$ cat config.mk
export PLATFORM = sky130hd
export DESIGN_NAME = oled_byte_queue
export DESIGN_NICKNAME = d
export VERILOG_FILES = /design/src/rtl/oled_pkg.sv /design/src/rtl/sync_fifo.sv /design/src/rtl/oled_byte_queue.sv
export SDC_FILE = /design/constraint.sdc
export NUM_CORES = 1
export LEC_CHECK = 0
export ABC_AREA = 0
export BUFFER_PORTS_ARGS = -buffer_cell sky130_fd_sc_hd__buf_2
export CAP_MARGIN = 5
export CORE_UTILIZATION = 50
export CTS_CLUSTER_DIAMETER = 80
export DETAILED_ROUTE_END_ITERATION = 7
export HOLD_SLACK_MARGIN = 0.05
export PLACE_DENSITY = 0.67
export RECOVER_POWER = 100
export SYNTH_ARGS = -nofsm -noshare
export SYNTH_HDL_FRONTEND = slang
export SYNTH_SLANG_ARGS = --single-unit
$ cat constraint.sdc
create_clock -name clk -period 5.04 [get_ports clk]
set_input_delay 0.504 -clock clk [delete_from_list [all_inputs] [get_ports clk]]
set_output_delay 0.504 -clock clk [all_outputs]
set_load 0.05 [all_outputs]
$ cat src/rtl/oled_pkg.sv
// ---------------------------------------------------------------------------
// oled_pkg
//   Shared types and constants for the OLED (SSD1331) display path.
//   - oled_entry_t  : one queued byte together with its data/command flag.
//   - queue_state_t : states of the oled_byte_queue transmit sequencer.
//   - CMD_*         : frequently used SSD1331 command bytes.
// ---------------------------------------------------------------------------
package oled_pkg;

  // dc = 0 marks a command byte, dc = 1 a data byte.
  typedef struct packed {
    logic       dc;
    logic [7:0] data;
  } oled_entry_t;

  typedef enum logic [2:0] {
    IDLE,
    SETUP,
    LOAD,
    START,
    WAIT_DONE,
    HOLD
  } queue_state_t;

  // SSD1331 command bytes shared by the controller and its tests.
  localparam logic [7:0] CMD_DISPLAY_ON  = 8'hAF;
  localparam logic [7:0] CMD_DISPLAY_OFF = 8'hAE;
  localparam logic [7:0] CMD_REMAP       = 8'hA0;
  localparam logic [7:0] CMD_SET_COLUMN  = 8'h15;
  localparam logic [7:0] CMD_SET_ROW     = 8'h75;

  // A zero-length CS gap is not meaningful; treat it as one cycle.
  function automatic int unsigned at_least_one(input int unsigned value);
    return (value == 0) ? 1 : value;
  endfunction

endpackage

$ cat src/rtl/sync_fifo.sv
// ---------------------------------------------------------------------------
// sync_fifo
//   Single-clock circular FIFO with show-ahead read data.
//   Pointers are one bit wider than the index so full and empty can be told
//   apart; level is simply wr_ptr - rd_ptr.
//
//   Ports
//     clk, reset  : clock and synchronous active-high reset (empties FIFO)
//     push        : write push_data when not full (ignored when full)
//     push_data   : entry to write
//     pop         : discard the head entry when not empty
//     pop_data    : current head entry (valid while empty = 0)
//     full, empty : occupancy flags
//     level       : number of stored entries (0 .. DEPTH)
// ---------------------------------------------------------------------------
module sync_fifo #(
  parameter int DEPTH = 16,
  parameter int WIDTH = 9
) (
  input  logic                     clk,
  input  logic                     reset,
  input  logic                     push,
  input  logic [WIDTH-1:0]         push_data,
  input  logic                     pop,
  output logic [WIDTH-1:0]         pop_data,
  output logic                     full,
  output logic                     empty,
  output logic [$clog2(DEPTH):0]   level
);

  localparam int AW = $clog2(DEPTH);
  localparam logic [AW:0] FULL_LEVEL = (AW + 1)'(DEPTH);

  logic [WIDTH-1:0] mem [DEPTH];
  logic [AW:0]      wr_ptr;
  logic [AW:0]      rd_ptr;
  logic             do_push;
  logic             do_pop;

  assign level    = wr_ptr - rd_ptr;
  assign full     = (level == FULL_LEVEL);
  assign empty    = (level == '0);
  assign do_push  = push && !full;
  assign do_pop   = pop && !empty;
  // Read comes from storage only, so a new entry shows up one cycle after
  // its push rather than falling straight through.
  assign pop_data = mem[rd_ptr[AW-1:0]];

  always_ff @(posedge clk) begin
    if (reset) begin
      wr_ptr <= '0;
      rd_ptr <= '0;
    end else begin
      if (do_push) begin
        wr_ptr <= wr_ptr + 1'b1;
      end
      if (do_pop) begin
        rd_ptr <= rd_ptr + 1'b1;
      end
    end
  end

  // Storage needs no reset: the pointers define which words are valid.
  always_ff @(posedge clk) begin
    if (do_push) begin
      mem[wr_ptr[AW-1:0]] <= push_data;
    end
  end

endmodule

$ cat src/rtl/oled_byte_queue.sv
// ---------------------------------------------------------------------------
// oled_byte_queue
//   Buffered byte transmitter between the OLED controller and spi_master.
//   The controller pushes (byte, dc) entries into a FIFO; this block drains
//   them through spi_master's start/ready/done handshake and owns the cs/dc
//   framing, including the CS setup gap before a burst and the CS hold gap
//   after it. A push arriving during the hold gap extends the burst.
//
//   Ports
//     clk, reset   : clock and synchronous active-high reset
//     wr_valid     : push request; a push happens on wr_valid && wr_ready
//     wr_data      : byte to send
//     wr_dc        : 0 = command, 1 = data
//     wr_ready     : FIFO not full
//     level        : FIFO occupancy
//     busy         : sequencer active or bytes still queued
//     spi_ready    : spi_master idle
//     spi_done     : one-cycle pulse at end of a byte
//     spi_start    : one-cycle start pulse to spi_master
//     spi_d_in     : byte presented to spi_master
//     cs           : OLED chip select, active low
//     dc           : OLED data/command select
// ---------------------------------------------------------------------------
module oled_byte_queue
  import oled_pkg::*;
#(
  parameter int DEPTH    = 16,
  parameter int CS_SETUP = 4,
  parameter int CS_HOLD  = 4
) (
  input  logic                   clk,
  input  logic                   reset,
  input  logic                   wr_valid,
  input  logic [7:0]             wr_data,
  input  logic                   wr_dc,
  output logic                   wr_ready,
  output logic [$clog2(DEPTH):0] level,
  output logic                   busy,
  input  logic                   spi_ready,
  input  logic                   spi_done,
  output logic                   spi_start,
  output logic [7:0]             spi_d_in,
  output logic                   cs,
  output logic                   dc
);

  localparam int SETUP_CYC = int'(at_least_one(CS_SETUP));
  localparam int HOLD_CYC  = int'(at_least_one(CS_HOLD));
  localparam int MAX_CYC   = (SETUP_CYC > HOLD_CYC) ? SETUP_CYC : HOLD_CYC;
  localparam int CNT_W     = $clog2(MAX_CYC) + 1;

  // The counter runs down to zero, so a gap of N cycles loads N-1.
  localparam logic [CNT_W-1:0] SETUP_LOAD = CNT_W'(SETUP_CYC - 1);
  localparam logic [CNT_W-1:0] HOLD_LOAD  = CNT_W'(HOLD_CYC - 1);

  queue_state_t     state;
  logic [CNT_W-1:0] cnt;

  oled_entry_t      wr_entry;
  oled_entry_t      head;
  logic             fifo_pop;
  logic             fifo_full;
  logic             fifo_empty;

  assign wr_entry = '{dc: wr_dc, data: wr_data};

  // The head is consumed when a burst opens from IDLE and in every LOAD.
  // LOAD is entered only with a non-empty FIFO and nothing else pops in
  // between, so the head is always valid there.
  assign fifo_pop = ((state == IDLE) && !fifo_empty) || (state == LOAD);

  sync_fifo #(
    .DEPTH (DEPTH),
    .WIDTH ($bits(oled_entry_t))
  ) u_fifo (
    .clk       (clk),
    .reset     (reset),
    .push      (wr_valid),
    .push_data (wr_entry),
    .pop       (fifo_pop),
    .pop_data  (head),
    .full      (fifo_full),
    .empty     (fifo_empty),
    .level     (level)
  );

  assign wr_ready = !fifo_full;
  assign busy     = (state != IDLE) || !fifo_empty;

  // spi_d_in and dc only change when an entry is taken from the FIFO
  // (IDLE or LOAD), and both are followed by at least one cycle before the
  // start pulse, so the SPI side always sees stable byte and dc.
  always_ff @(posedge clk) begin
    if (reset) begin
      state     <= IDLE;
      cnt       <= '0;
      cs        <= 1'b1;
      dc        <= 1'b0;
      spi_start <= 1'b0;
      spi_d_in  <= '0;
    end else begin
      spi_start <= 1'b0;
      case (state)
        IDLE: begin
          cs <= 1'b1;
          if (!fifo_empty) begin
            spi_d_in <= head.data;
            dc       <= head.dc;
            cs       <= 1'b0;
            cnt      <= SETUP_LOAD;
            state    <= SETUP;
          end
        end

        SETUP: begin
          if (cnt == '0) begin
            state <= START;
          end else begin
            cnt <= cnt - 1'b1;
          end
        end

        LOAD: begin
          spi_d_in <= head.data;
          dc       <= head.dc;
          state    <= START;
        end

        START: begin
          if (spi_ready) begin
            spi_start <= 1'b1;
            state     <= WAIT_DONE;
          end
        end

        WAIT_DONE: begin
          if (spi_done) begin
            if (!fifo_empty) begin
              state <= LOAD;
            end else begin
              cnt   <= HOLD_LOAD;
              state <= HOLD;
            end
          end
        end

        HOLD: begin
          // New bytes during the hold gap continue the burst with cs low.
          if (!fifo_empty) begin
            state <= LOAD;
          end else if (cnt == '0) begin
            cs    <= 1'b1;
            state <= IDLE;
          end else begin
            cnt <= cnt - 1'b1;
          end
        end

        default: begin
          cs    <= 1'b1;
          state <= IDLE;
        end
      endcase
    end
  end

endmodule
==> flow_summary_export.csv, run 1 <==
group,metric,value,unit
place,dp_hpwl,9690,µm
finish,multi_input_area,0.00203,mm²
drt,first_pass_iters,4,
worst_setup_path,critPathLaunch,"u_fifo.wr_ptr[0]",
synth,async_flop_share,0,
worst_setup_path,cp_max_fo,18,
sta,setup_viol,0,
cts,ctsHoldBuffers,0,
finish,fin_area,0.00797,mm²
die,start_util,0.514,
worst_setup_path,worst-path-stages,10,
sta,finalClockSkew,0.0106,ns
pwr,power.density,543,mW/mm²
place,portBuffers,31,
worst_hold_path,hold_depth,3,
worst_setup_path,ff2ff_setup_slack,1.20,ns
die,ios,32,
drt,drt_iter0_markers,375,
worst_setup_path,critPathSlowestCell,"o31ai_2",
sta,tightest_slew,1.50,ns
pwr,power_switching,1.47,mW
die,chipHeight,122,µm
worst_setup_path,cp-end-kind,"register",
drt,ant_nets,0,
cts,clkLatencyLatePin,0.43,ns
pwr,clkPwrFrac,0.297,
worst_setup_path,cpPeakStageDelay,1.24,ns
die,coreArea,0.0139,mm²
finish,post-route-util,0.574,
synth,synth_fp_nets,451,
sta,layout_min_cycle_time,3.84,ns
die,die_x,122,µm
worst_setup_path,crit_required,5.39,ns
synth,synth_seq_area_share,0.692,
worst_setup_path,cp.arrival,4.19,ns
finish,area_delta_synth_final,11.6,%
worst_setup_path,path_cells,"inv_1, ha_1, fa_1, nand2b_1, a21oi_1, xor2_1, inv_1, o31ai_2, nand2_1, a21oi_2",
synth,synth.avg_cell_area,16.8,µm²
outcome,status,"complete, but fails checks",
synth,ys.flop_type,"edfxtp_1",
place,routabilityCongestion,0.803,
die,die_area,0.0148,mm²
worst_setup_path,crit_path_end,"spi_d_in[2]",
synth,syn-instance-count,425,
worst_setup_path,rr_worst_depth,10,
worst_setup_path,crit_type,"register to register",
global_route,grt-ovfl-total,0,
sta,finalHoldViolations,0,
finish,register_area,0.00495,mm²
worst_setup_path,reg2reg_to,"spi_d_in[2]",
drt,num_vias,3855,
global_route,first_global_vias,3805,
pwr,p_total,4.33,mW
sta,fin_tns_setup,0,ns
global_route,antenna_found_initial,0,
pwr,p_leak,2.67,nW
cts,cts-root-buf,"clkbuf_16",
sta,relSlewSlack,-0.00309,
synth,ys_warn_count,0,
cts,path_clk_slew,0.06,ns
cts,cts_tree,"built",
drt,routed_wl,14900,µm
global_route,grt_first_pass_wirelength,23000,µm
cts,cts_buffers,17,
pwr,combPwrFrac,0.290,
global_route,grt_max_degree,37,
cts,htree_levels,4,
cts,cts_setup_buffers,0,
outcome,violations,"capacitance limit, slew limit",
finish,nets,484,
finish,drive_above_1_share,0.183,
synth,synth-edff-count,144,
sta,grt_setup_unrepaired,"no",
cts,cts_resized,0,
die,rows,43,
drt,viasPerCell,5.92,
global_route,track_usage,0.224,
synth,ys_ff_latch,175,
pwr,p_int,2.86,mW
synth,syn_area,0.00714,mm²
cts,clkSinkCount,175,
sta,finalCritPeriodShare,0.761,
pwr,pwr-share-seq,0.413,
finish,diodes,0,
worst_setup_path,crit_top_cell,"inv_1",
worst_hold_path,hold_path.class,"input pin to register",
pwr,ir_drop,0.388,mV
sta,fmax,261,MHz
place,dpl_cell_area,0.00746,mm²
cts,clock_path_buffers,2,
worst_setup_path,startpoint_type,"register",
drt,drc,0,
pwr,swShare,0.339,
synth,synth.distinct_cells,49,
worst_setup_path,critPathTopFamily,"compound AO/OA/AOI/OAI gates",
worst_setup_path,path_buf_inv,2,
sta,drv_slew,1,
worst_setup_path,r2r-start,"u_fifo.wr_ptr[0]",
drt,wl_per_cell,22.8,µm
flow_run,drv_cap,1,
finish,fillers,1094,
==> power by group through the flow <==
stage	Combinational [mW]	Clock [mW]	Sequential, mW
2_1_floorplan	0.979	0	1.84
3_3_place_gp	1.29	0	1.82
3_5_place_dp	1.31	0	1.82
4_1_cts	1.31	1.31	1.79
5_1_grt	1.36	1.37	1.81
6_report	1.25	1.29	1.79
==> worst min path at each step <==
stage / start / end
after floorplan: cnt[1] / cnt[1]
after global placement: cnt[1] / cnt[1]
after detailed placement: cnt[1] / cnt[1]
after CTS: spi_ready / spi_start
after global routing: spi_ready / spi_start
final: spi_ready / spi_start
==> kinds of logic (layout without fill, tap and decap cells) <==
logic type	Yosys count	count (layout)	synth area share
buffers and inverters	32	78	0.0187
AND/OR/NAND/NOR	85	85	0.0603
adder cells (fa/ha/maj)	12	12	0.0221
flip-flops	175	175	0.692
multiplexers	41	41	0.121
XOR/XNOR	10	10	0.0133
AO/OA/AOI/OAI	70	70	0.0724
==> flip-flops by register name (all words and copies together), names as in the netlist, named ones only <==
| name | cells |
|---|---|
| u_fifo.mem | 144 |
| spi_d_in | 8 |
| u_fifo.rd_ptr | 5 |
| u_fifo.wr_ptr | 5 |
| cnt | 3 |
| state | 3 |
| cs | 1 |
| dc | 1 |
| spi_start | 1 |
==> tightest hold or removal path, stage by stage <==
cell     delay (ns)
buf_2          0.10
nand3_1        0.12
nor3_1         0.06
==> synth_stat cells, types with 6 or more instances <==
library cell,instances,share of area
edfxtp_1,144,0.61
mux4_2,36,0.11
dfxtp_1,31,0.087
nor2_1,22,0.012
a22oi_1,18,0.019
nand2_1,17,0.0089
and3_1,13,0.011
clkbuf_1,13,0.0068
a21oi_1,12,0.0084
ha_1,11,0.019
inv_1,11,0.0058
a21o_1,10,0.011
a21oi_2,9,0.011
nor2b_1,6,0.0053
==> cell type report <==
type                            count  share of cell area
Sequential cell                   175               0.620
Clock buffer                       17              0.0534
Timing Repair Buffer               34              0.0176
Tap cell                          180              0.0283
Inverter                           12             0.00565
Clock inverter                     15              0.0202
Multi-Input combinational cell    218               0.254
==> metrics by stage <==
| stage | cells | setup slack (ns) | hold WS (ns) |
|---|---|---|---|
| after floorplan | 425 | 1.23 | 0.430 |
| after global placement | 619 | 1.56 | 0.451 |
| after detailed placement | 619 | 1.43 | 0.448 |
| after CTS | 651 | 1.37 | 0.383 |
| after global routing | 651 | 0.898 | 0.403 |
| final | 651 | 1.20 | 0.405 |
==> metal layers <==
layer	GRT usage	up-vias	wire, µm	part of all wire
li1	-	1738	-	-
met1	0.334	1950	6910	0.46
met2	0.315	148	6730	0.45
met3	0.0639	19	955	0.064
met4	0.0795	0	280	0.019
met5	0	-	0	0
==> cells in the final DEF (no fill, tap or decap), types with 3 or more instances in the layout <==
master,netlist,layout
edfxtp_1,144,144
mux4_2,36,36
dfxtp_1,31,30
clkbuf_1,13,28
nor2_1,22,23
a22oi_1,18,18
nand2_1,17,17
clkbuf_16,0,17
a21oi_1,12,15
and3_1,13,13
inv_1,11,12
ha_1,11,11
a21o_1,10,10
xor2_1,5,6
nor2b_1,6,6
a21oi_2,9,6
o21ai_0,5,6
nand2b_1,5,5
nand3_1,5,5
nor3_1,5,5
clkinv_4,0,5
xnor2_1,4,4
mux2i_1,4,4
inv_6,0,4
buf_2,5,4
a211oi_1,3,3
clkinv_2,0,3
No activity file was read; power rests on OpenSTA's default activity.
==> run 2: changes to the inputs <==
Settings changed: PLACE_DENSITY 0.67 to 0.7.
Clock period 5.04 ns to 3.1 ns, I/O delays scaled along.
==> flow_summary_export.csv, run 2 (synthesized netlist as in run 1, its figures left out) <==
group,metric,value,unit
outcome,status,"complete, but fails checks",
outcome,violations,"DRC",
sta,fmax,329,MHz
worst_setup_path,critPathSlowestCell,"fa_2",
die,die_area,0.0148,mm²
finish,area_delta_synth_final,14.7,%
sta,layout_min_cycle_time,3.04,ns
pwr,clkPwrFrac,0.281,
sta,finalCritPeriodShare,0.981,
drt,viasPerCell,5.87,
pwr,p_leak,2.76,nW
worst_setup_path,path_cells,"inv_1, ha_1, fa_2, nand3b_1, nor4bb_4, or2_4, nand2_1, nor2_1, nand2_1, buf_6",
cts,ctsHoldBuffers,0,
pwr,ir_drop,0.797,mV
worst_setup_path,cp_max_fo,5,
worst_hold_path,hold_path.class,"input pin to register",
sta,finalHoldViolations,0,
cts,clkSinkCount,175,
sta,setup_viol,0,
die,die_x,122,µm
finish,nets,497,
finish,stdcell_count,664,
cts,cts_tree,"built",
cts,clkLatencyLatePin,0.44,ns
worst_setup_path,r2r-start,"u_fifo.wr_ptr[2]",
drt,routed_wl,14900,µm
place,dp_hpwl,9590,µm
worst_setup_path,reg2reg_to,"u_fifo.mem[0][4]",
global_route,first_global_vias,3891,
global_route,grt_max_degree,37,
worst_setup_path,ff2ff_setup_slack,0.11,ns
die,ios,32,
drt,wl_per_cell,22.4,µm
finish,drive_above_1_share,0.264,
sta,finalClockSkew,0.0110,ns
pwr,pwr-share-seq,0.400,
worst_setup_path,rr_worst_depth,7,
pwr,power_switching,2.49,mW
finish,largest_reg_flops,144,
sta,relSlewSlack,0.398,
sta,drv_slew,0,
global_route,track_usage,0.220,
flow_run,drv_cap,0,
finish,diodes,0,
global_route,antenna_found_initial,0,
worst_setup_path,startpoint_type,"register",
drt,ant_nets,0,
finish,fillers,1032,
finish,layout_commonest_cell,"edfxtp_1",
die,chipHeight,122,µm
cts,cts-root-buf,"clkbuf_16",
global_route,grt_first_pass_wirelength,22900,µm
cts,clock_path_buffers,2,
finish,fin_area,0.00819,mm²
place,dpl_cell_area,0.00760,mm²
pwr,p_int,4.75,mW
cts,cts_buffers,17,
worst_hold_path,hold_depth,3,
sta,tightest_slew,0.903,ns
cts,path_clk_slew,0.06,ns
finish,layout_common_cells,"edfxtp_1 (144), mux4_2 (36), dfxtp_1 (30)",
worst_setup_path,critPathTopFamily,"simple AND/OR/NAND/NOR gates",
worst_setup_path,crit_required,2.79,ns
worst_setup_path,cpPeakStageDelay,0.59,ns
cts,htree_levels,4,
place,dpl.cell_count,630,
worst_hold_path,hp-start,"spi_ready",
die,rows,43,
worst_setup_path,path_buf_inv,2,
place,routabilityCongestion,0.812,
pwr,p_total,7.23,mW
drt,first_pass_iters,8,
pwr,power.density,883,mW/mm²
die,start_util,0.514,
worst_setup_path,cp.arrival,2.73,ns
worst_setup_path,crit_type,"register to primary output",
global_route,grt-ovfl-total,0,
place,portBuffers,31,
worst_setup_path,crit_top_cell,"nand2_1",
sta,grt_setup_unrepaired,"yes",
drt,drt_iter0_markers,350,
die,coreArea,0.0139,mm²
sta,whs,0.208,ns
worst_hold_path,whs_endpoint,"spi_start",
pwr,swShare,0.344,
worst_setup_path,cp-end-kind,"primary output",
pwr,combPwrFrac,0.319,
drt,num_vias,3898,
drt,drc,7,
-- run 2: cell types whose count changed in the layout (fill, tap and decap cells not counted), sizes merged --
cell / previous run / this run
clkinvlp: 1 / 3
buf: 6 / 24
clkinv: 8 / 5
bufinv: 2 / 1
inv: 16 / 17
clkbuf: 45 / 41
-- run 2: cell type report --
cell class	count	area (µm²)	share of cell area
clock buffers	18	429	0.0524
clock inverters	14	131	0.0160
inverters	12	45.0	0.00550
multi-input cells	218	2150	0.262
flip-flops and latches	175	4950	0.604
well taps	180	225	0.0275
repair buffers	47	268	0.0327
-- run 2: worst reg2reg max path, delay by kind of cell, from the launching register on --
family / cells / cell delay (ns)
flops: 1 / 0.52
compound gates: 3 / 0.76
buf+inv: 1 / 0.16
simple gates: 2 / 0.78
fa+ha+maj: 1 / 0.39
-- run 2: layer usage --
layer / vias up / global-route usage / wire [µm]
met2: 152 / 0.334 / 7030
li1: 1761 / - / -
met1: 1962 / 0.309 / 6700
met4: 0 / 0.0764 / 279
met3: 23 / 0.0578 / 882
met5: - / 0 / 0
-- run 2: how the worst max path moves through the flow --
stage	depth (start not counted)	to	slack [ns]	start
after global placement	8	u_fifo.mem[3][0]	0.21	u_fifo.wr_ptr[0]
after CTS	10	busy	0.01	u_fifo.wr_ptr[0]
after global routing	10	busy	-0.1	u_fifo.wr_ptr[0]
final	10	busy	0.06	u_fifo.wr_ptr[0]
after detailed placement	8	u_fifo.mem[7][6]	0.08	u_fifo.wr_ptr[0]
after floorplan	10	u_fifo.mem[11][0]	0.01	u_fifo.wr_ptr[0]
-- run 2: what timing repair did --
action,in CTS,in global routing
pin swaps,2,2
setup endpoints to repair,2,20
resized for setup,6,6
setup buffers,2,0
-- run 2: power groups by stage --
stage                     logic (mW)  clock network [mW]  registers (mW)
after global routing            2.49                2.14            2.92
after CTS                       2.31                2.06            2.89
after detailed placement        2.24                   0            2.94
after floorplan                 1.63                   0            2.99
final                           2.31                2.03            2.89
after global placement          2.21                   0            2.93
-- run 2: per-stage QoR --
| step | worst slack [ns] | TNS (ns) | util |
|---|---|---|---|
| 2_1_floorplan | 0.0133 | 0 | - |
| 3_3_place_gp | 0.207 | 0 | 0.547 |
| 3_5_place_dp | 0.0812 | 0 | 0.547 |
| 4_1_cts | 0.0137 | 0 | 0.590 |
| 5_1_grt | -0.0988 | -0.131 | 0.590 |
| 6_report | 0.0574 | 0 | 0.590 |
